## config.mk

```make
export PLATFORM = sky130hd
export DESIGN_NAME = uart_mmio_ctrl_flat
export DESIGN_NICKNAME = d
export VERILOG_FILES = /design/src/rtl/uart_mmio_ctrl_if.sv /design/src/rtl/uart_mmio_ctrl.sv /design/src/flat_wrapper.sv
export SDC_FILE = /design/constraint.sdc
export NUM_CORES = 1
export LEC_CHECK = 0
export ABC_AREA = 1
export CAP_MARGIN = 20
export CELL_PAD_IN_SITES_DETAIL_PLACEMENT = 0
export CELL_PAD_IN_SITES_GLOBAL_PLACEMENT = 1
export CORE_MARGIN = 8
export CORE_UTILIZATION = 25
export CTS_BUF_LIST = sky130_fd_sc_hd__clkbuf_8
export CTS_CLUSTER_SIZE = 24
export DETAILED_ROUTE_END_ITERATION = 10
export PLACE_DENSITY = 0.51
export REMOVE_ABC_BUFFERS = 1
export SYNTH_ARGS = -nofsm -noshare
export SYNTH_HDL_FRONTEND = slang
export SYNTH_SLANG_ARGS = --single-unit
```

## constraint.sdc

```tcl
create_clock -name clk -period 6.02 [get_ports clk]
set_clock_uncertainty 0.15 [all_clocks]
set_input_delay 1.204 -clock clk [delete_from_list [all_inputs] [get_ports clk]]
set_output_delay 1.204 -clock clk [all_outputs]
set_load 0.01 [all_outputs]
```

## src/rtl/uart_mmio_ctrl_if.sv

```systemverilog
`default_nettype none
// ============================================================================
// Module   : uart_mmio_ctrl_if
// Purpose  : Memory-mapped I/O bus between the pipeline decode stage and the
//            UART controller.
// Signals  : dec_daddr  - data address (0 = UART data, 1 = UART status)
//            dec_mre    - load request
//            dec_mwe    - store request
//            wdata      - store data (bits [7:0] used)
//            rdata      - registered load result
//            io_hit     - request targets this block
//            n_stall    - pipeline advance (0 = freeze)
// Revision : 1.0 - initial release
// ============================================================================
interface uart_mmio_ctrl_if;
  logic [24:0] dec_daddr;
  logic        dec_mre;
  logic        dec_mwe;
  logic [31:0] wdata;
  logic [31:0] rdata;
  logic        io_hit;
  logic        n_stall;

  modport master (
    output dec_daddr, dec_mre, dec_mwe, wdata,
    input  rdata, io_hit, n_stall
  );

  modport slave (
    input  dec_daddr, dec_mre, dec_mwe, wdata,
    output rdata, io_hit, n_stall
  );
endinterface
`default_nettype wire

```

## src/rtl/uart_mmio_ctrl.sv

```systemverilog
`default_nettype none
// ============================================================================
// Module   : uart_mmio_ctrl
// Purpose  : MMIO front end for a UART. Received bytes queue in an RX FIFO
//            and are popped by loads from address 0; stores to address 0
//            queue bytes in a TX FIFO drained by a four-state launcher.
//            Address 1 is a read-only status word.
// Ports    : clk          - clock, rising edge
//            rst_n        - asynchronous active-low reset
//            bus          - MMIO bus (slave modport)
//            rx_data_i    - received byte
//            rx_strobe_i  - one-cycle valid pulse for rx_data_i
//            tx_data_o    - byte to transmit (holds last sent byte)
//            tx_start_o   - one-cycle transmit launch pulse
//            tx_busy_i    - transmitter busy flag
//            rx_overrun_o - sticky RX drop flag, cleared by status read
// Params   : DEPTH        - FIFO entries, power of two in 2..64
// Revision : 1.0 - initial release
// ============================================================================
module uart_mmio_ctrl #(
  parameter int DEPTH = 8
) (
  input  logic                   clk,
  input  logic                   rst_n,
  uart_mmio_ctrl_if.slave        bus,
  input  logic [7:0]             rx_data_i,
  input  logic                   rx_strobe_i,
  output logic [7:0]             tx_data_o,
  output logic                   tx_start_o,
  input  logic                   tx_busy_i,
  output logic                   rx_overrun_o
);

  localparam int AW = $clog2(DEPTH);
  localparam int PW = AW + 1;
  localparam logic [PW-1:0] PTR_ONE = PW'(1);

  typedef enum logic [1:0] {
    ST_IDLE  = 2'd0,
    ST_SEND  = 2'd1,
    ST_ACK   = 2'd2,
    ST_DRAIN = 2'd3
  } tx_state_e;

  // State
  logic [7:0]    rx_mem_q [DEPTH];
  logic [7:0]    tx_mem_q [DEPTH];
  logic [PW-1:0] rx_wr_q, rx_wr_d, rx_rd_q, rx_rd_d;
  logic [PW-1:0] tx_wr_q, tx_wr_d, tx_rd_q, tx_rd_d;
  logic [31:0]   rdata_q, rdata_d;
  logic          rx_overrun_q, rx_overrun_d;
  logic [7:0]    tx_data_q, tx_data_d;
  tx_state_e     state_q, state_d;

  // Decode
  logic w_addr0, w_addr1, w_ld0, w_ld1, w_st0;
  logic w_rx_empty, w_rx_full, w_tx_empty, w_tx_full;
  logic w_rx_pop, w_rx_push, w_rx_drop, w_tx_push, w_tx_pop;
  logic w_unused_wdata;

  assign w_addr0 = (bus.dec_daddr == 25'd0);
  assign w_addr1 = (bus.dec_daddr == 25'd1);
  assign w_ld0   = bus.dec_mre & w_addr0;
  assign w_ld1   = bus.dec_mre & w_addr1;
  // A load takes priority over a simultaneous store.
  assign w_st0   = bus.dec_mwe & ~bus.dec_mre & w_addr0;

  // Pointers carry one extra wrap bit: equal = empty, MSB differs = full.
  assign w_rx_empty = (rx_wr_q == rx_rd_q);
  assign w_rx_full  = (rx_wr_q[AW] != rx_rd_q[AW]) &&
                      (rx_wr_q[AW-1:0] == rx_rd_q[AW-1:0]);
  assign w_tx_empty = (tx_wr_q == tx_rd_q);
  assign w_tx_full  = (tx_wr_q[AW] != tx_rd_q[AW]) &&
                      (tx_wr_q[AW-1:0] == tx_rd_q[AW-1:0]);

  assign bus.io_hit  = (bus.dec_mre | bus.dec_mwe) & (w_addr0 | w_addr1);
  assign bus.n_stall = ~((w_ld0 & w_rx_empty) | (w_st0 & w_tx_full));
  assign bus.rdata   = rdata_q;

  // Emptiness uses registered pointers, so a byte arriving this cycle is
  // never forwarded to a load in the same cycle.
  assign w_rx_pop  = w_ld0 & ~w_rx_empty;
  // A pop in the same cycle frees the slot, so a full FIFO still accepts.
  assign w_rx_push = rx_strobe_i & (~w_rx_full | w_rx_pop);
  assign w_rx_drop = rx_strobe_i & w_rx_full & ~w_rx_pop;
  assign w_tx_push = w_st0 & ~w_tx_full;
  assign w_tx_pop  = (state_q == ST_SEND);

  assign w_unused_wdata = ^bus.wdata[31:8];

  assign tx_data_o    = tx_data_q;
  assign rx_overrun_o = rx_overrun_q;

  // FIFO storage needs no reset; validity is tracked by the pointers.
  always_ff @(posedge clk) begin
    if (w_rx_push) rx_mem_q[rx_wr_q[AW-1:0]] <= rx_data_i;
    if (w_tx_push) tx_mem_q[tx_wr_q[AW-1:0]] <= bus.wdata[7:0];
  end

  // Datapath next-state
  always_comb begin
    rx_wr_d      = rx_wr_q;
    rx_rd_d      = rx_rd_q;
    tx_wr_d      = tx_wr_q;
    tx_rd_d      = tx_rd_q;
    rdata_d      = rdata_q;
    rx_overrun_d = rx_overrun_q;

    if (w_rx_push) rx_wr_d = rx_wr_q + PTR_ONE;
    if (w_rx_pop)  rx_rd_d = rx_rd_q + PTR_ONE;
    if (w_tx_push) tx_wr_d = tx_wr_q + PTR_ONE;
    if (w_tx_pop)  tx_rd_d = tx_rd_q + PTR_ONE;

    if (w_rx_pop) begin
      rdata_d = {24'd0, rx_mem_q[rx_rd_q[AW-1:0]]};
    end else if (w_ld1) begin
      rdata_d = {29'd0, rx_overrun_q, ~w_tx_full, ~w_rx_empty};
    end

    // A drop in the same cycle as a status read keeps the flag set.
    if (w_rx_drop) begin
      rx_overrun_d = 1'b1;
    end else if (w_ld1) begin
      rx_overrun_d = 1'b0;
    end
  end

  // TX launcher next-state and outputs
  always_comb begin
    state_d    = state_q;
    tx_data_d  = tx_data_q;
    tx_start_o = 1'b0;
    case (state_q)
      ST_IDLE: begin
        if (!w_tx_empty && !tx_busy_i) begin
          state_d   = ST_SEND;
          // Capture the head now so tx_data_o is valid during SEND.
          tx_data_d = tx_mem_q[tx_rd_q[AW-1:0]];
        end
      end
      ST_SEND: begin
        tx_start_o = 1'b1;
        state_d    = ST_ACK;
      end
      ST_ACK: begin
        if (tx_busy_i) state_d = ST_DRAIN;
      end
      ST_DRAIN: begin
        if (!tx_busy_i) state_d = ST_IDLE;
      end
      default: state_d = ST_IDLE;
    endcase
  end

  always_ff @(posedge clk or negedge rst_n) begin
    if (!rst_n) begin
      rx_wr_q      <= '0;
      rx_rd_q      <= '0;
      tx_wr_q      <= '0;
      tx_rd_q      <= '0;
      rdata_q      <= '0;
      rx_overrun_q <= 1'b0;
      tx_data_q    <= '0;
      state_q      <= ST_IDLE;
    end else begin
      rx_wr_q      <= rx_wr_d;
      rx_rd_q      <= rx_rd_d;
      tx_wr_q      <= tx_wr_d;
      tx_rd_q      <= tx_rd_d;
      rdata_q      <= rdata_d;
      rx_overrun_q <= rx_overrun_d;
      tx_data_q    <= tx_data_d;
      state_q      <= state_d;
    end
  end

endmodule
`default_nettype wire

```

## src/flat_wrapper.sv

```systemverilog
// flat-port wrapper written by rule: the top's interface ports become plain ports
module uart_mmio_ctrl_flat 
#(
  parameter int DEPTH = 8
)
  (clk, rst_n, rx_data_i, rx_strobe_i, tx_data_o, tx_start_o, tx_busy_i, rx_overrun_o, bus_dec_daddr, bus_dec_mre, bus_dec_mwe, bus_wdata, bus_rdata, bus_io_hit, bus_n_stall);
  uart_mmio_ctrl_if bus_i ();
  input  logic clk;
  input  logic rst_n;
  input  logic [7:0] rx_data_i;
  input  logic rx_strobe_i;
  output logic [7:0] tx_data_o;
  output logic tx_start_o;
  input  logic tx_busy_i;
  output logic rx_overrun_o;
  input wire logic [$bits(bus_i.dec_daddr)-1:0] bus_dec_daddr;
  input wire logic [$bits(bus_i.dec_mre)-1:0] bus_dec_mre;
  input wire logic [$bits(bus_i.dec_mwe)-1:0] bus_dec_mwe;
  input wire logic [$bits(bus_i.wdata)-1:0] bus_wdata;
  output wire logic [$bits(bus_i.rdata)-1:0] bus_rdata;
  output wire logic [$bits(bus_i.io_hit)-1:0] bus_io_hit;
  output wire logic [$bits(bus_i.n_stall)-1:0] bus_n_stall;
  assign bus_i.dec_daddr = bus_dec_daddr;
  assign bus_i.dec_mre = bus_dec_mre;
  assign bus_i.dec_mwe = bus_dec_mwe;
  assign bus_i.wdata = bus_wdata;
  assign bus_rdata = bus_i.rdata;
  assign bus_io_hit = bus_i.io_hit;
  assign bus_n_stall = bus_i.n_stall;
  uart_mmio_ctrl #(.DEPTH(DEPTH)) u_core (.clk(clk), .rst_n(rst_n), .bus(bus_i), .rx_data_i(rx_data_i), .rx_strobe_i(rx_strobe_i), .tx_data_o(tx_data_o), .tx_start_o(tx_start_o), .tx_busy_i(tx_busy_i), .rx_overrun_o(rx_overrun_o));
endmodule
```

==> summary.txt <==
Drt
  • Drt drc: 0
  • Routed WL: 18,000 µm
  • Number of vias after detailed routing: 4,765
  • Per-cell via count in the routed design: 4.18
  • DRT antenna net count: 0
  • Drt initial violations: 268
  • Number of detailed-routing iterations run before antenna repair: 4
  • Routed WL per cell: 15.8 µm

STA
  • Final clock period utilization by the worst path: 0.727
  • Final-report hold violation count: 0
  • Setup_tns: 0 ns
  • Max Slew Vio Count: 0
  • Measured slew at the worst slew-check pin: 1.02 ns
  • Relative max-transition margin: 0.315
  • Final setup viols: 0
  • RSZ-0062 raised after global routing: no
  • Worst Hold Slack: roughly 0.36 ns
  • Minimum period implied by the final worst setup slack: 4.38 ns
  • Smallest setup slack after layout: around 1.6 ns
  • Maximum operating frequency: 228 MHz

Cells and area
  • Most frequent standard cell in the layout excluding fill and tap cells: sky130_fd_sc_hd__nand2_1
  • Number of fill cells: between 3,000 and 4,000
  • Number of nets in the finished design: approximately 820
  • Post-route non-filler standard cell count: 1,141
  • Layout cells sized above 1: 0.0872
  • Total non-filler cell area in the finished layout: 8640 µm²
  • Antenna Cells: 0
  • Layout area overhead: 18.6%
  • Most used cells in the layout excluding fill and tap cells: sky130_fd_sc_hd__nand2_1, sky130_fd_sc_hd__edfxtp_1, sky130_fd_sc_hd__nor2_1, sky130_fd_sc_hd__clkdlybuf4s50_1, sky130_fd_sc_hd__o21ai_0

Power
  • Switching Share: 0.279
  • Cell Pwr Density: 280 nW/µm²
  • Portion of total power attributed to sequential cells: 0.559
  • IR drop worst, VDD: 127 µV
  • P_leak: 3.36 nW
  • Net switching power figure: 0.675 mW
  • Share of total power in combinational logic: 0.117
  • Cell internal power dissipation: between 1.5 and 2 mW
  • Part of the total power dissipated in the clock network: 0.324

CTS
  • Post-CTS setup-driven buffer insertion count: 0
  • CTS Root Buffer Type: sky130_fd_sc_hd__clkbuf_8
  • H-tree depth reported by CTS: 4
  • Insertion delay to the later sink of the worst-skew pair: around 0.45 ns
  • TritonCTS buffer count: 17
  • Maximum root-to-sink buffer count: 2
  • Number of resized instances in the post-cts repair step: 0
  • CTS clk-pin slew, worst paths: 0.10 ns
  • TritonCTS sink count: 163
  • Number of hold buffers added after cts: 0
  • TritonCTS clock tree: done

Setup path
  • Arrival @ worst endpoint: 3.03 ns
  • Register-to-register setup slack: 2.83 ns
  • Launch instance of the worst register-to-register path: u_core.tx_rd_q[0]$_DFFE_PN0P_
  • Worst setup endpoint: bus_n_stall
  • Register-to-Register Path Depth: 11
  • Maximum fanout count along the critical path: 5
  • Critical path class: input pin to output port
  • Required time worst endpoint: 4.67 ns
  • Critical path endpoint category: output port
  • Launching element of the worst setup path: bus_dec_daddr[19]
  • Worst R2R End: u_core.tx_mem_q[2][1]$_DFFE_PP_
  • Type of element launching the critical path: input pin

Synth
  • Mean cell area of the mapped netlist: about 11 µm²
  • Synthesis Warnings: 0
  • Yosys reg bits: 163
  • Library cell with the largest summed area after synthesis: sky130_fd_sc_hd__edfxtp_1
  • Synth top area share: 0.528
  • Netlist Area Pre-Place: 7290 µm²
  • Top post-synthesis cells by area: sky130_fd_sc_hd__edfxtp_1, sky130_fd_sc_hd__dfrtp_1, sky130_fd_sc_hd__nand2_1, sky130_fd_sc_hd__o21ai_0, sky130_fd_sc_hd__nor2_1
  • Seq/Total Area, Yosys: 0.648
  • Mapped Cells: ~680
  • Yosys cell types: 37

GRT
  • First-pass GRT wire length: between 20,000 and 30,000 µm
  • Largest net degree at the start of global routing: 38
  • Global-route congestion overflow total: 0
  • Antenna violations before repair: 0
  • Vias in the first global route: approximately 4,700
  • GR Util All Layers: 0.104

Floorplanning
  • Die area: between 30,000 and 40,000 µm²
  • Core area: 28,700 µm²
  • Die boundary width: 187 µm
  • Initial standard-cell utilization of the core: 0.254
  • IO Count: 115
  • Die height: 187 µm
  • Number of placement rows: 62

Run status
  • Run status: finished clean

Place
  • Count of input and output buffers: 66
  • Post-placement worst setup slack: 1.59 ns
  • HPWL Detailed: 11,400 µm
  • Final weighted congestion in routability-driven placement: between 0.6 and 0.7
  • Dpl cell area: about 8200 µm²
  • Placed cell count: 1,108

Job
  • Max-capacitance violation count: 0

Hold path
  • Type of the tightest min-delay check: flop to flop
==> power groups by stage <==
| stage | registers (mW) | clock network, mW | logic, mW |
|---|---|---|---|
| after floorplan | 1.38 | 0 | 0.127 |
| after global placement | 1.38 | 0 | 0.287 |
| after detailed placement | 1.38 | 0 | 0.289 |
| after CTS | 1.35 | 0.815 | 0.290 |
| after global routing | 1.36 | 0.858 | 0.320 |
| final | 1.35 | 0.783 | 0.283 |
==> synthesized netlist by cell type, drive strengths merged <==
library cell and instances:
dfrtp 35, edfxtp 128, and2 1, a22oi 3, nor2 82, or2 2, buf 42, ha 8
clkinv 1, nand3 44, nor3 3, xnor2 6, a21oi 12, conb 1, nand4 4, nand3b 1
o22ai 21, inv 35, xor2 8, nand2 175, o21ai 58, clkbuf 9
==> metal layers <==
layer / track usage / vias up / routed length [µm]
met1: 0.131 / 2281 / 8220
li1: - / 2393 / -
met2: 0.177 / 82 / 9120
met5: 0 / - / 0
met3: 0.0254 / 9 / 559
met4: 0.0260 / 0 / 112
==> cell type report <==
| class | count | area [µm²] | share of cell area |
|---|---|---|---|
| clock inverters | 15 | 164 | 0.0190 |
| repair buffers | 74 | 719 | 0.0832 |
| multi-input cells | 452 | 2190 | 0.253 |
| inverters | 36 | 135 | 0.0156 |
| clock buffers | 17 | 234 | 0.0271 |
| well taps | 384 | 480 | 0.0556 |
| flip-flops and latches | 163 | 4720 | 0.546 |
==> through the flow <==
stage               utilization  power, mW
floorplan                     -       1.51
global placement          0.287       1.67
detailed placement        0.287       1.67
CTS                       0.301       2.46
global route              0.301       2.54
finish                    0.301       2.42
==> flip-flops by register name, indices dropped and copies added, names as in the netlist <==
register             count
u_core.tx_data_o         8
u_core.bus.rdata         8
u_core.state_q           2
u_core.tx_rd_q           4
u_core.rx_rd_q           4
u_core.rx_overrun_o      1
u_core.tx_wr_q           4
u_core.tx_mem_q         64
u_core.rx_mem_q         64
u_core.rx_wr_q           4
==> logic make-up after synthesis <==
logic type | synth area share
and+or+nand+nor | 0.189
DFF | 0.648
AOI/OAI and AO/OA | 0.0692
buffers and inverters | 0.0634
xor gates and xnor gates | 0.0168
adders and majority gates | 0.0137
other | 0.000515
==> how the worst min path moves through the flow <==
| stage | startpoint | end | slack [ns] | cells after the start |
|---|---|---|---|---|
| after CTS | u_core.tx_rd_q[3]$_DFFE_PN0P_ | u_core.tx_rd_q[3]$_DFFE_PN0P_ | 0.36 | 1 |
| after floorplan | u_core.tx_rd_q[3]$_DFFE_PN0P_ | u_core.tx_rd_q[3]$_DFFE_PN0P_ | 0.32 | 1 |
| after global routing | u_core.tx_rd_q[3]$_DFFE_PN0P_ | u_core.tx_rd_q[3]$_DFFE_PN0P_ | 0.39 | 1 |
| after global placement | u_core.tx_data_o[6]$_DFFE_PN0P_ | u_core.tx_data_o[6]$_DFFE_PN0P_ | 0.33 | 2 |
| after detailed placement | u_core.tx_data_o[0]$_DFFE_PN0P_ | u_core.tx_data_o[0]$_DFFE_PN0P_ | 0.35 | 2 |
| final | u_core.tx_data_o[0]$_DFFE_PN0P_ | u_core.tx_data_o[0]$_DFFE_PN0P_ | 0.36 | 2 |
==> critical path, cell delays in order <==
cell                              delay (ns)
sky130_fd_sc_hd__clkdlybuf4s50_1        0.40
sky130_fd_sc_hd__nor2_1                 0.15
sky130_fd_sc_hd__nand3_1                0.11
sky130_fd_sc_hd__nor2_2                 0.16
sky130_fd_sc_hd__nand4_2                0.22
sky130_fd_sc_hd__o22ai_1                0.22
sky130_fd_sc_hd__inv_1                  0.05
sky130_fd_sc_hd__clkdlybuf4s50_1        0.50
Power figures use the tool's default switching activity.
